`src/rtl/apb_gpio_bridge_mc.sv`:
```
// apb_gpio_bridge_mc: APB3 slave that decodes one bus onto NCH GPIO cores.
// Core accesses wait for core_ack or time out with an error response. Index
// NCH selects a local interrupt block (mask / pending / raw). Higher indices
// return a decode error.
//
// state | meaning
// IDLE  | waiting for an APB setup phase (PSEL & !PENABLE)
// BUSY  | core access in flight, core_sel held, timeout counter running
// DONE  | PREADY high for one cycle with PSLVERR/PRDATA valid
module apb_gpio_bridge_mc #(
   parameter int DATA_W   = 32,
   parameter int ADDR_W   = 32,
   parameter int NCH      = 4,
   parameter int WIN_BITS = 8,
   parameter int TIMEOUT  = 15
) (
   input  logic                  PCLK,
   input  logic                  sys_rst,
   input  logic                  PSEL,
   input  logic                  PENABLE,
   input  logic                  PWRITE,
   input  logic [ADDR_W-1:0]     PADDR,
   input  logic [DATA_W-1:0]     PWDATA,
   output logic [DATA_W-1:0]     PRDATA,
   output logic                  PREADY,
   output logic                  PSLVERR,
   output logic                  IRQ,
   output logic [NCH-1:0]        core_sel,
   output logic                  core_we,
   output logic [WIN_BITS-1:0]   core_addr,
   output logic [DATA_W-1:0]     core_wdata,
   input  logic [NCH*DATA_W-1:0] core_rdata,
   input  logic [NCH-1:0]        core_ack,
   input  logic [NCH-1:0]        core_int
);

   localparam int IDX_W = $clog2(NCH + 1);
   localparam int CNT_W = $clog2(TIMEOUT + 1);
   localparam logic [IDX_W-1:0]    LOC_IDX  = IDX_W'(NCH);
   localparam logic [CNT_W-1:0]    CNT_LAST = CNT_W'(TIMEOUT - 1);
   localparam logic [WIN_BITS-1:0] OFF_MASK = WIN_BITS'(0);
   localparam logic [WIN_BITS-1:0] OFF_PEND = WIN_BITS'(4);
   localparam logic [WIN_BITS-1:0] OFF_RAW  = WIN_BITS'(8);

   typedef enum logic [1:0] {IDLE, BUSY, DONE} state_t;

   state_t              state;
   logic [CNT_W-1:0]    tmo_cnt;
   logic [NCH-1:0]      int_mask;
   logic [NCH-1:0]      int_pend;
   logic [NCH-1:0]      int_prev;

   logic [IDX_W-1:0]    idx;
   logic [WIN_BITS-1:0] offset;
   logic                setup;
   logic                is_core;
   logic                is_local;
   logic                mask_wr;
   logic                pend_wr;
   logic [NCH-1:0]      sel_dec;
   logic [DATA_W-1:0]   loc_rdata;
   logic [DATA_W-1:0]   ack_rdata;
   logic                unused_paddr_hi;

   assign idx      = PADDR[WIN_BITS +: IDX_W];
   assign offset   = PADDR[WIN_BITS-1:0];
   assign is_core  = (idx < LOC_IDX);
   assign is_local = (idx == LOC_IDX);
   assign setup    = (state == IDLE) && PSEL && !PENABLE;
   assign mask_wr  = setup && is_local && PWRITE && (offset == OFF_MASK);
   assign pend_wr  = setup && is_local && PWRITE && (offset == OFF_PEND);

   // address bits above the channel index are don't-care
   assign unused_paddr_hi = ^PADDR[ADDR_W-1:WIN_BITS+IDX_W];

   // one-hot strobe for the decoded channel
   always_comb begin
      sel_dec = '0;
      for (int i = 0; i < NCH; i++) begin
         sel_dec[i] = (idx == IDX_W'(i));
      end
   end

   // read data of the channel currently selected
   always_comb begin
      ack_rdata = '0;
      for (int i = 0; i < NCH; i++) begin
         if (core_sel[i]) begin
            ack_rdata = ack_rdata | core_rdata[i*DATA_W +: DATA_W];
         end
      end
   end

   // local register read mux; unmapped offsets read zero
   always_comb begin
      loc_rdata = '0;
      case (offset)
         OFF_MASK: loc_rdata[NCH-1:0] = int_mask;
         OFF_PEND: loc_rdata[NCH-1:0] = int_pend;
         OFF_RAW:  loc_rdata[NCH-1:0] = core_int;
         default:  loc_rdata = '0;
      endcase
   end

   // interrupt edge capture, mask/pending registers and registered IRQ;
   // a new rising edge wins over a same-cycle W1C
   always_ff @(posedge PCLK or posedge sys_rst) begin
      if (sys_rst) begin
         int_mask <= '0;
         int_pend <= '0;
         int_prev <= '0;
         IRQ      <= 1'b0;
      end else begin
         int_prev <= core_int;
         int_pend <= (int_pend & ~(pend_wr ? PWDATA[NCH-1:0] : '0)) | (core_int & ~int_prev);
         if (mask_wr) begin
            int_mask <= PWDATA[NCH-1:0];
         end
         IRQ <= |(int_pend & int_mask);
      end
   end

   // transfer FSM with registered APB response and core strobes
   always_ff @(posedge PCLK or posedge sys_rst) begin
      if (sys_rst) begin
         state      <= IDLE;
         tmo_cnt    <= '0;
         PREADY     <= 1'b0;
         PSLVERR    <= 1'b0;
         PRDATA     <= '0;
         core_sel   <= '0;
         core_we    <= 1'b0;
         core_addr  <= '0;
         core_wdata <= '0;
      end else begin
         case (state)
            IDLE: begin
               PREADY  <= 1'b0;
               PSLVERR <= 1'b0;
               PRDATA  <= '0;
               if (setup) begin
                  core_we    <= PWRITE;
                  core_addr  <= offset;
                  core_wdata <= PWDATA;
                  if (is_core) begin
                     state    <= BUSY;
                     core_sel <= sel_dec;
                     tmo_cnt  <= '0;
                  end else begin
                     state   <= DONE;
                     PREADY  <= 1'b1;
                     PSLVERR <= !is_local;
                     PRDATA  <= (is_local && !PWRITE) ? loc_rdata : '0;
                  end
               end
            end
            BUSY: begin
               if (|(core_ack & core_sel)) begin
                  state    <= DONE;
                  PREADY   <= 1'b1;
                  PSLVERR  <= 1'b0;
                  PRDATA   <= core_we ? '0 : ack_rdata;
                  core_sel <= '0;
               end else if (tmo_cnt == CNT_LAST) begin
                  state    <= DONE;
                  PREADY   <= 1'b1;
                  PSLVERR  <= 1'b1;
                  PRDATA   <= '0;
                  core_sel <= '0;
               end else begin
                  tmo_cnt <= tmo_cnt + CNT_W'(1);
               end
            end
            DONE: begin
               state   <= IDLE;
               PREADY  <= 1'b0;
               PSLVERR <= 1'b0;
               PRDATA  <= '0;
            end
            default: begin
               state    <= IDLE;
               core_sel <= '0;
            end
         endcase
      end
   end

endmodule

```
`config.mk`:
```
export PLATFORM = sky130hd
export DESIGN_NAME = apb_gpio_bridge_mc
export DESIGN_NICKNAME = d
export VERILOG_FILES = /design/src/rtl/apb_gpio_bridge_mc.sv
export SDC_FILE = /design/constraint.sdc
export NUM_CORES = 1
export LEC_CHECK = 0
export CORE_ASPECT_RATIO = 0.5
export CORE_MARGIN = 3
export CORE_UTILIZATION = 41
export CTS_CLUSTER_DIAMETER = 60
export DETAILED_ROUTE_END_ITERATION = 10
export PLACE_DENSITY = 0.85
export RECOVER_POWER = 25
export SLEW_MARGIN = 15
export SYNTH_ARGS = -nofsm -noshare
export SYNTH_HDL_FRONTEND = slang
export SYNTH_SLANG_ARGS = --single-unit
```
`constraint.sdc`:
```
create_clock -name PCLK -period 6.9 [get_ports PCLK]
set_clock_uncertainty 0.15 [all_clocks]
set_input_delay 1.725 -clock PCLK [delete_from_list [all_inputs] [get_ports PCLK]]
set_output_delay 1.725 -clock PCLK [all_outputs]
set_load 0.02 [all_outputs]
```
# After elaboration in Yosys (flattened, before gate mapping)
# Index checks and enable logic that the tools add are counted.
[word_totals]
inputBits = 205
latchBits = 0
ramBits = 0
output_inout_bits = 80
mem_count = 0
romBits = 0
reg_bits = 98
[op_classes]
n_bitwise = 11
n_lt_le_gt_ge = 1
n_addsub = 1
mux = 37
div_mod_pow = 0
n_shift = 0
reduce_logical = 22
mul = 0
eq_ne = 14
[op_table]
columns = ["operator", "count"]
rows = [
  ["32-bit two-way mux", 7],
  ["32-bit OR", 3],
  ["32-bit one-hot mux with 3 select lines", 1],
  ["4-bit two-way mux", 12],
  ["4-bit one-hot mux with 3 select lines", 2],
  ["4-bit bitwise AND", 4],
  ["8-bit by 3-bit equality test with 1-bit output (second input constant)", 1],
  ["8-bit by 4-bit equality test with 1-bit output (second input constant)", 1],
  ["8-bit logical NOT", 1],
  ["2-bit two-way mux", 4],
  ["2-bit != test (second input constant)", 4],
  ["4-bit inverter", 2],
  ["4-bit one-hot mux with 2 select lines", 1],
  ["4-bit OR reduction", 2],
  ["1-bit logical AND", 7],
  ["1-bit two-way mux", 7],
  ["3-bit by 2-bit equality test with 1-bit output (second input constant)", 2],
  ["1-bit one-hot mux with 3 select lines", 2],
  ["2-bit AND reduction", 3],
  ["5-bit AND reduction", 1],
  ["4-bit by 1-bit adder with 4-bit output (second input constant)", 1],
  ["4-bit equality test (second input constant)", 1],
  ["4-bit OR", 1],
  ["2-bit one-hot mux with 2 select lines", 1],
  ["13 further kinds", 15],
]

# Depth between registers and ports, before layout
# Gate-level depths: netlist of run 1.
[logic_depth]
ltp_word = 10
ltp_mapped = 8
ltp_nobuf = 6

# Least setup slack after synthesis of run 1
# OpenSTA, ideal clock, no wires.
[synth_timing]
path_kind = "input port to flip-flop"
start = "in PADDR[1]"
end = "reg int_mask[0]"
path_slack_ns = 3.717
cell_stages = 4
required_ns = 6.622
arrival_time_ns = 2.906
path_cell_list = "or4_4 > nor3_1 > nand2_1 > mux2_1"
[synth_via]
elab_chain_cells = 2
[synth_lines]
columns = ["element", "line", "source"]
rows = [
  ["start, declared", "22", "input logic [ADDR_W-1:0] PADDR,"],
  ["8-bit logical NOT", "70", "assign mask_wr = setup && is_local && PWRITE && (offset == OFF_MASK);"],
  ["1-bit logical AND", "70", ""],
  ["end signal, assigned", "117", "int_mask <= PWDATA[NCH-1:0];"],
  ["end, declared", "49", "logic [NCH-1:0] int_mask;"],
]
# No other way between the ends.
# A chain may end at the register's enable or synchronous reset.

# Worst setup path after layout of run 1
[layout_timing]
start = "in PENABLE"
end = "reg int_mask[2]"
[layout_via]
elab_chain_cells = 5
[layout_lines]
columns = ["element", "line", "source"]
rows = [
  ["start, declared", "20", "input logic PENABLE,"],
  ["1-bit logical NOT", "69", "assign setup = (state == IDLE) && PSEL && !PENABLE;"],
  ["1-bit logical AND", "69", ""],
  ["1-bit logical AND (3 in series)", "70", ""],
]
# No other way between the ends.

==> reports/results.tsv, run 1 <==
metric	value	unit
cts_setup_buffers	0	
power_frac_comb	0.491	
path_class	in2reg	
timing.rr.end	int_mask[2]	
hpwl	11.54	mm
synth_top_area_frac	0.5173	
reg2reg_from	state[0]	
setup_viol	0	
route.detailed.drc	0	
tns	0	ns
p_leak	3.189	nW
min_path_type	reg2reg	
hold_path_startpoint	PRDATA[11]	
path_buf_inv	2	
synth.area.top_cells	dfrtp_1, mux2_2, a22o_1	
fillers	860	
gp_congestion	0.8390	
antenna_found_initial	0	
antenna_cells	0	
ys.flop_type	dfrtp_1	
endpoint_kind	register	
slew_violations	44	
core	0.01115	mm²
syn-num-nets	621	
synth_area	0.004741	mm²
cts_buffers	9	
critical_path_required	6.97	ns
yosysMostFrequentCell	dfrtp_1	
path_delay_family	buffers and inverters	
yosys-top-cells-count	dfrtp_1, mux2_2, nand2_1, a22o_1, a221oi_1	
clock_sinks	98	
ys_seq_elements	98	
power_switching	0.0009498	W
sw_frac_of_total	0.3748	
viasPerCell	5.430	
grt_first_pass_wirelength	23.09	mm
relSlewSlack	-0.5832	
core.rowCount	27	
drt-initial-drc-count	336	
fin_total_pwr	0.002534	W
reg2reg_slack	3.45	ns
synth_edf_count	0	
start_kind	input pin	
vdd_drop_max	0.0002386	V
worst_pin_slew	2.375	ns
min_path_cells	2	
postRouteAntennaNets	0	
avgSynthCellArea	11.53	µm²
clock.fmax	211.7	MHz
first_global_vias	4489	
io_buffers	263	
p_seq_frac	0.318	
worstPathCellList	dlygate4sd3_1 -> nand3b_1 -> clkbuf_1 -> nor2_1 -> nand2_1 -> mux2_1	
violations	capacitance limit, slew limit	
max_cap_viol_count	1	
clock_latency	0.34	ns
wl_per_cell	19.11	µm
async_reset_ff_frac	1.000	
yosysTopAreaCell	dfrtp_1	
cp_max_fo	43	
start_util	0.4253	
yosysWarningCount	0	
cts_resized	0	
synthCells	411	
hold_violations	0	
status	finished, violations left	
cpPeakStageDelay	1.69	ns
drt_first_pass_iters	4	
num_io_pins	285	
intPower	0.001584	W
nets	872	
grt_max_degree	68	
reg2regPathDepth	7	
synth.distinct_cells	45	
cts_hold_buf	0	
rsz0062_at_grt	false	
min_period	4.723	ns
cts_buffer_depth	2	
worst_hold_slack	0.3293	ns
crit_slowest_cell	clkbuf_1	
vias	4409	
drive_gt1_frac	0.1064	
area_growth	63.68	%
die_area	0.01297	mm²
ys_seq_area_frac	0.5173	
dieWidth	158.1	µm
grt_overflow_total	0	
cts_tree	built	
post-route-period-util	0.6844	
arrival	4.80	ns
p_clk_frac	0.191	
whs_endpoint	PRDATA[11]	
root_buffer	clkbuf_16	
wl	15.52	mm
cts.reportedPaths.clkPinSlew	0.08	ns
grt_use_total	0.2294	
finish.utilization	0.6961	
die_h	82.04	µm
cts_max_level	3	
cellPowerDensity	326.6	mW/mm²
## registers in the layout, indices dropped and copies added, names as in the netlist, 4 cells and up
register	count
PRDATA	32
core_wdata	32
core_addr	8
core_sel	4
int_mask	4
int_pend	4
int_prev	4
tmo_cnt	4
## worst max-delay path by stage
stage | startpoint | to | slack [ns] | cells after the start
after floorplan | sys_rst | IRQ | 2.46 | 1
after global placement | core_ack[0] | PRDATA[0] | 3.01 | 5
after detailed placement | core_ack[0] | PRDATA[0] | 3.00 | 5
after CTS | core_ack[0] | PRDATA[0] | 3.35 | 5
after global routing | PENABLE | int_mask[2] | 1.94 | 6
final | PENABLE | int_mask[2] | 2.18 | 6
## power groups by stage
stage,Clock [W],Combinational [W],Sequential (W)
floorplan,0,0.000529,0.000995
global placement,0,0.00124,0.000808
detailed placement,0,0.00126,0.000819
CTS,0.000494,0.00127,0.000810
global route,0.000521,0.00133,0.000826
finish,0.000483,0.00124,0.000806
## cell usage in the layout, fill, tap and decap left out, types with 6 or more instances in the layout
cell type,count
a21o_1,8
a21oi_1,8
a221oi_1,27
a22o_1,34
a22oi_1,14
buf_4,6
clkbuf_16,9
clkdlybuf4s50_1,230
dfrtp_1,98
dlygate4sd3_1,33
inv_1,10
mux2_1,8
mux2_2,40
nand2_1,40
nand3_1,8
o21ai_0,11
o21ai_1,19
## logic make-up (layout without fill, tap and decap cells)
kind of cell	count (synthesis)	after routing	share of synthesized area
AOI/OAI and AO/OA	137	137	0.2254
DFF	98	98	0.5173
and+or+nand+nor	78	78	0.08710
muxes	52	52	0.1225
buffers and inverters	41	297	0.03457
adders and majority gates	5	5	0.01320
## routing by layer
metal | global-route usage | vias up | share of wire
li1 | - | 2075 | -
met1 | 0.2843 | 2172 | 0.41
met2 | 0.4060 | 146 | 0.51
met3 | 0.05947 | 16 | 0.063
met4 | 0.05751 | 0 | 0.014
met5 | 0 | - | 0
## tightest hold or removal path: stages (launching register included)
cell and delay, ns:
dfrtp_1 0.34, nand2_1 0.05, o21ai_1 0.06
## layout make-up
| class | count | area [µm²] | area share |
|---|---|---|---|
| sequential | 98 | 2452 | 0.3160 |
| inverter | 11 | 42.54 | 0.005482 |
| clock inverter | 6 | 53.80 | 0.006933 |
| clock buffer | 10 | 229.0 | 0.02951 |
| timing repair buffer | 270 | 2681 | 0.3455 |
| tap | 145 | 181.4 | 0.02338 |
| multi-input combinational | 272 | 2120 | 0.2731 |
## metrics by stage
step | worst slack (ns) | std cells | area [µm²]
2_1_floorplan | 2.463 | 411 | 4741
3_3_place_gp | 3.010 | 796 | 7487
3_5_place_dp | 2.996 | 796 | 7487
4_1_cts | 3.347 | 812 | 7770
5_1_grt | 1.940 | 812 | 7760
6_report | 2.177 | 812 | 7760
No activity file was read; power rests on OpenSTA's default activity.
==> run 2, diff against run 1 <==
--- a/config.mk
+++ b/config.mk
@@ -7,10 +7,10 @@
 export LEC_CHECK = 0
 export CORE_ASPECT_RATIO = 0.5
 export CORE_MARGIN = 3
-export CORE_UTILIZATION = 41
+export CORE_UTILIZATION = 34
 export CTS_CLUSTER_DIAMETER = 60
 export DETAILED_ROUTE_END_ITERATION = 10
-export PLACE_DENSITY = 0.85
+export PLACE_DENSITY = 0.75
 export RECOVER_POWER = 25
 export SLEW_MARGIN = 15
 export SYNTH_ARGS = -nofsm -noshare
==> constraint.sdc (replaced) <==
create_clock -name PCLK -period 3.8 [get_ports PCLK]
set_clock_uncertainty 0.15 [all_clocks]
set_input_delay 0.95 -clock PCLK [delete_from_list [all_inputs] [get_ports PCLK]]
set_output_delay 0.95 -clock PCLK [all_outputs]
set_load 0.02 [all_outputs]
==> reports/results.tsv, run 2 (synthesis gave the netlist of run 1 again) <==
metric	value	unit
clock_latency	0.34	ns
wl	15.90	mm
fin_area	0.007879	mm²
grt_overflow_total	0	
worst_pin_slew	2.062	ns
drt_first_pass_iters	5	
first_global_vias	4675	
max_cap_viol_count	1	
core	0.01314	mm²
rsz0062_at_grt	false	
fillers	1101	
cts_buffers	9	
viasPerCell	5.149	
reg_top3	PRDATA: 32 flops, core_wdata: 32 flops, core_addr: 8 flops	
cts_buffer_depth	2	
hold_path_startpoint	PRDATA[29]	
violations	capacitance limit, slew limit	
p_seq_frac	0.324	
crit_start	sys_rst	
p_clk_frac	0.202	
die_h	89.50	µm
cts_setup_buffers	0	
cts_hold_buf	0	
postRouteAntennaNets	0	
cts_resized	0	
min_period	2.956	ns
crit_slowest_cell	clkinvlp_2	
root_buffer	clkbuf_16	
vias	4413	
reg2reg_slack	1.33	ns
clock.fmax	338.3	MHz
worst_hold_slack	0.3349	ns
relSlewSlack	-0.3825	
post-route-period-util	0.7778	
wl_per_cell	18.56	µm
path_class	in2async	
reg2reg_from	core_sel[2]	
worstPathCellList	dlygate4sd3_1 -> clkinvlp_2 -> clkbuf_2	
cts_max_level	3	
core.rowCount	29	
path_delay_family	buffers and inverters	
cellPowerDensity	597.3	mW/mm²
endpoint_kind	async pin	
min_path_cells	2	
cts.reportedPaths.clkPinSlew	0.07	ns
route.detailed.drc	0	
grt_max_degree	48	
clock_sinks	98	
antenna_found_initial	0	
timing.rr.end	PRDATA[19]	
cts_tree	built	
area_growth	66.19	%
min_path_type	reg2reg	
power_frac_comb	0.474	
die_area	0.01548	mm²
slew_violations	48	
gp_congestion	0.7899	
path_buf_inv	3	
vdd_drop_max	0.0002530	V
final_common_cell	clkdlybuf4s50_1	
dieWidth	173.0	µm
cpPeakStageDelay	1.18	ns
dp_cells	841	
arrival	3.28	ns
hpwl	12.28	mm
whs_endpoint	PRDATA[29]	
num_io_pins	285	
grt_first_pass_wirelength	24.62	mm
hold_violations	0	
io_buffers	263	
drt-initial-drc-count	260	
tns	0	ns
intPower	0.003013	W
antenna_cells	0	
dpl_cell_area	0.007569	mm²
sw_frac_of_total	0.3599	
drive_gt1_frac	0.1148	
cp_max_fo	47	
reg2regPathDepth	5	
multiInputGateArea	0.002125	mm²
status	finished, violations left	
seqCellArea	0.002452	mm²
power_switching	0.001694	W
grt_use_total	0.2007	
p_leak	3.175	nW
setup_viol	0	
finalNonFillerCells	857	
final_cell_mix	clkdlybuf4s50_1, dfrtp_1, mux2_2, nand2_1, a22o_1	
start_util	0.3609	
nets	876	
start_kind	input pin	
critical_path_required	4.12	ns
run 2: changes by cell type in the layout (fill, tap and decap cells not counted), sizes merged:
cell           delta
dlygate4sd3      -28
inv               -5
buf               +3
clkdlybuf4s50    +28
bufinv            +1
clkinv            +1
clkbuf            +4
run 2: worst register-to-register path, cell delays in order (launching register included):
cell and delay (ns):
dfrtp_1 0.63, buf_4 0.39, a22oi_2 0.17, a211o_1 0.58, buf_4 0.31, o21ai_0 0.18
run 2: worst max-delay path by stage:
stage               slack, ns        endpoint  cells after the start
CTS                      0.98     core_sel[1]                      1
global route             0.49  core_wdata[11]                      3
global placement         0.78     int_pend[3]                      5
finish                   0.84      PRDATA[17]                      3
detailed placement       0.74     int_pend[1]                      5
floorplan                0.14             IRQ                      1
run 2: metrics by stage:
step	setup WS [ns]	util	power, W
CTS	0.9845	0.6003	0.004761
global placement	0.7778	0.5762	0.003744
finish	0.8442	0.5998	0.004706
floorplan	0.1379	-	0.002768
global route	0.4897	0.5998	0.004978
detailed placement	0.7409	0.5762	0.003792
run 2: cell type report:
cell class | instances | share of cell area
timing repair buffer | 274 | 0.3440
clock inverter | 3 | 0.005876
tap | 186 | 0.02954
inverter | 11 | 0.005399
sequential | 98 | 0.3113
clock buffer | 13 | 0.03430
multi-input combinational | 272 | 0.2697
run 2: power by group through the flow:
| stage | clock network (W) | registers [W] | logic [W] |
|---|---|---|---|
| CTS | 0.000976 | 0.00153 | 0.00226 |
| detailed placement | 0 | 0.00154 | 0.00225 |
| global placement | 0 | 0.00152 | 0.00222 |
| global route | 0.00103 | 0.00157 | 0.00238 |
| finish | 0.000951 | 0.00152 | 0.00223 |
| floorplan | 0 | 0.00181 | 0.000961 |
run 2: metal layers:
layer | share of wire | global-route usage | wire [µm]
met2 | 0.53 | 0.3792 | 8395
met4 | 0.014 | 0.05731 | 226
met1 | 0.40 | 0.2310 | 6384
met5 | 0 | 0 | 0
met3 | 0.057 | 0.05174 | 899
==> run 3, diff against run 2 <==
==> constraint.sdc (replaced) <==
create_clock -name PCLK -period 2.6 [get_ports PCLK]
set_clock_uncertainty 0.15 [all_clocks]
set_input_delay 0.65 -clock PCLK [delete_from_list [all_inputs] [get_ports PCLK]]
set_output_delay 0.65 -clock PCLK [all_outputs]
set_load 0.02 [all_outputs]
==> reports/results.tsv, run 3 (synthesis gave the netlist of run 1 again) <==
metric	value	unit
grt_max_degree	66	
reg2reg_slack	0.49	ns
clock_sinks	98	
start_kind	register	
worstPathCellList	clkdlybuf4s50_1	
setup_viol	0	
min_path_cells	2	
p_seq_frac	0.318	
area_growth	67.93	%
endpoint_kind	primary output	
core.rowCount	29	
cts_resized	0	
hpwl	12.31	mm
path_buf_inv	1	
cts_max_level	3	
rsz0062_at_grt	false	
status	completed	
whs_endpoint	core_addr[2]	
crit_start	core_sel[0]	
crit_slowest_cell	clkdlybuf4s50_1	
p_clk_frac	0.191	
drive_gt1_frac	0.1278	
post-route-period-util	0.9705	
power_switching	0.002505	W
seqCellArea	0.002452	mm²
worst_pin_slew	1.461	ns
fin_total_pwr	0.006902	W
cts_setup_buffers	0	
cts_buffer_depth	2	
relSlewSlack	0.02606	
fillers	1095	
cpPeakStageDelay	0.72	ns
grt_first_pass_wirelength	24.58	mm
hold_violations	0	
dieWidth	173.0	µm
critical_path_required	1.80	ns
cts.reportedPaths.clkPinSlew	0.06	ns
gp_congestion	0.8263	
postRouteAntennaNets	0	
antenna_cells	0	
root_buffer	clkbuf_16	
max_cap_viol_count	0	
route.detailed.drc	0	
start_util	0.3609	
core	0.01314	mm²
cts_buffers	9	
final_cell_mix	clkdlybuf4s50_1, dfrtp_1, mux2_2, nand2_1, a22o_1	
arrival	1.72	ns
reg2reg_from	state[1]	
multiInputGateArea	0.002125	mm²
io_buffers	263	
cts_tree	built	
min_period	2.523	ns
viasPerCell	5.081	
path_class	reg2out	
reg2regPathDepth	7	
sw_frac_of_total	0.3630	
first_global_vias	4568	
slew_violations	0	
wl	15.75	mm
grt_overflow_total	0	
cp_max_fo	11	
drt_first_pass_iters	4	
vias	4405	
drt-initial-drc-count	253	
hold_path_startpoint	core_addr[2]	
num_io_pins	285	
grt_use_total	0.1999	
fin_ws	0.07673	ns
die_area	0.01548	mm²
cellPowerDensity	866.9	mW/mm²
wl_per_cell	18.16	µm
cts_hold_buf	0	
clock_latency	0.33	ns
intPower	0.004397	W
path_delay_family	buffers and inverters	
tns	0	ns
reg_top3	PRDATA: 32 flops, core_wdata: 32 flops, core_addr: 8 flops	
final_common_cell	clkdlybuf4s50_1	
p_leak	3.224	nW
power_frac_comb	0.491	
die_h	89.50	µm
dpl_cell_area	0.007682	mm²
timing.rr.end	PRDATA[16]	
nets	886	
antenna_found_initial	0	
clock.fmax	396.3	MHz
post-place-ws	-0.07969	ns
fin_area	0.007961	mm²
vdd_drop_max	0.0005997	V
min_path_type	reg2reg	
run 3: cell count changes in the layout (fill, tap and decap cells not counted), moves of 2 or more:
cell,change
buf_4,+9
clkinv_2,+2
buf_12,+2
clkbuf_8,-3
clkbuf_2,-2
run 3: how the worst max path moves through the flow:
stage | end | slack (ns) | cells after the start
finish | core_sel[0] | 0.08 | 1
global route | core_sel[0] | 0.02 | 1
CTS | core_sel[0] | 0.07 | 1
detailed placement | int_mask[3] | -0.08 | 5
global placement | int_mask[2] | -0.05 | 5
floorplan | int_mask[0] | 0.49 | 4
run 3: area by class of cell:
cell class | instances | area share
Inverter | 11 | 0.005658
Clock inverter | 6 | 0.008172
Clock buffer | 10 | 0.02876
Tap cell | 186 | 0.02923
Timing Repair Buffer | 284 | 0.3533
Sequential cell | 98 | 0.3080
Multi-Input combinational cell | 272 | 0.2669
run 3: power by group through the flow:
stage / logic (W) / registers [W] / clock network [W]
after floorplan: 0.00140 / 0.00264 / 0
final: 0.00339 / 0.00219 / 0.00132
after global routing: 0.00362 / 0.00225 / 0.00144
after global placement: 0.00339 / 0.00219 / 0
after CTS: 0.00344 / 0.00219 / 0.00137
after detailed placement: 0.00342 / 0.00222 / 0
run 3: metal layers:
metal,track usage,share of wire
met1,0.2372,0.41
met2,0.3771,0.53
met3,0.04411,0.046
met4,0.05070,0.012
met5,0,0
run 3: through the flow:
stage                     instances    util  hold WS (ns)
after floorplan                 411       -        0.3296
after global placement          851  0.5849        0.3140
after detailed placement        851  0.5849        0.3210
after CTS                       867  0.6073        0.3371
after global routing            867  0.6061        0.3604
final                           867  0.6061        0.3302
run 3: worst reg2reg max path, stage by stage, from the launching register on:
cell and delay (ns):
dfrtp_1 0.40, inv_1 0.09, ha_1 0.34, inv_1 0.20
o41ai_4 0.45, buf_12 0.24, nand2_1 0.08, o21ai_0 0.08
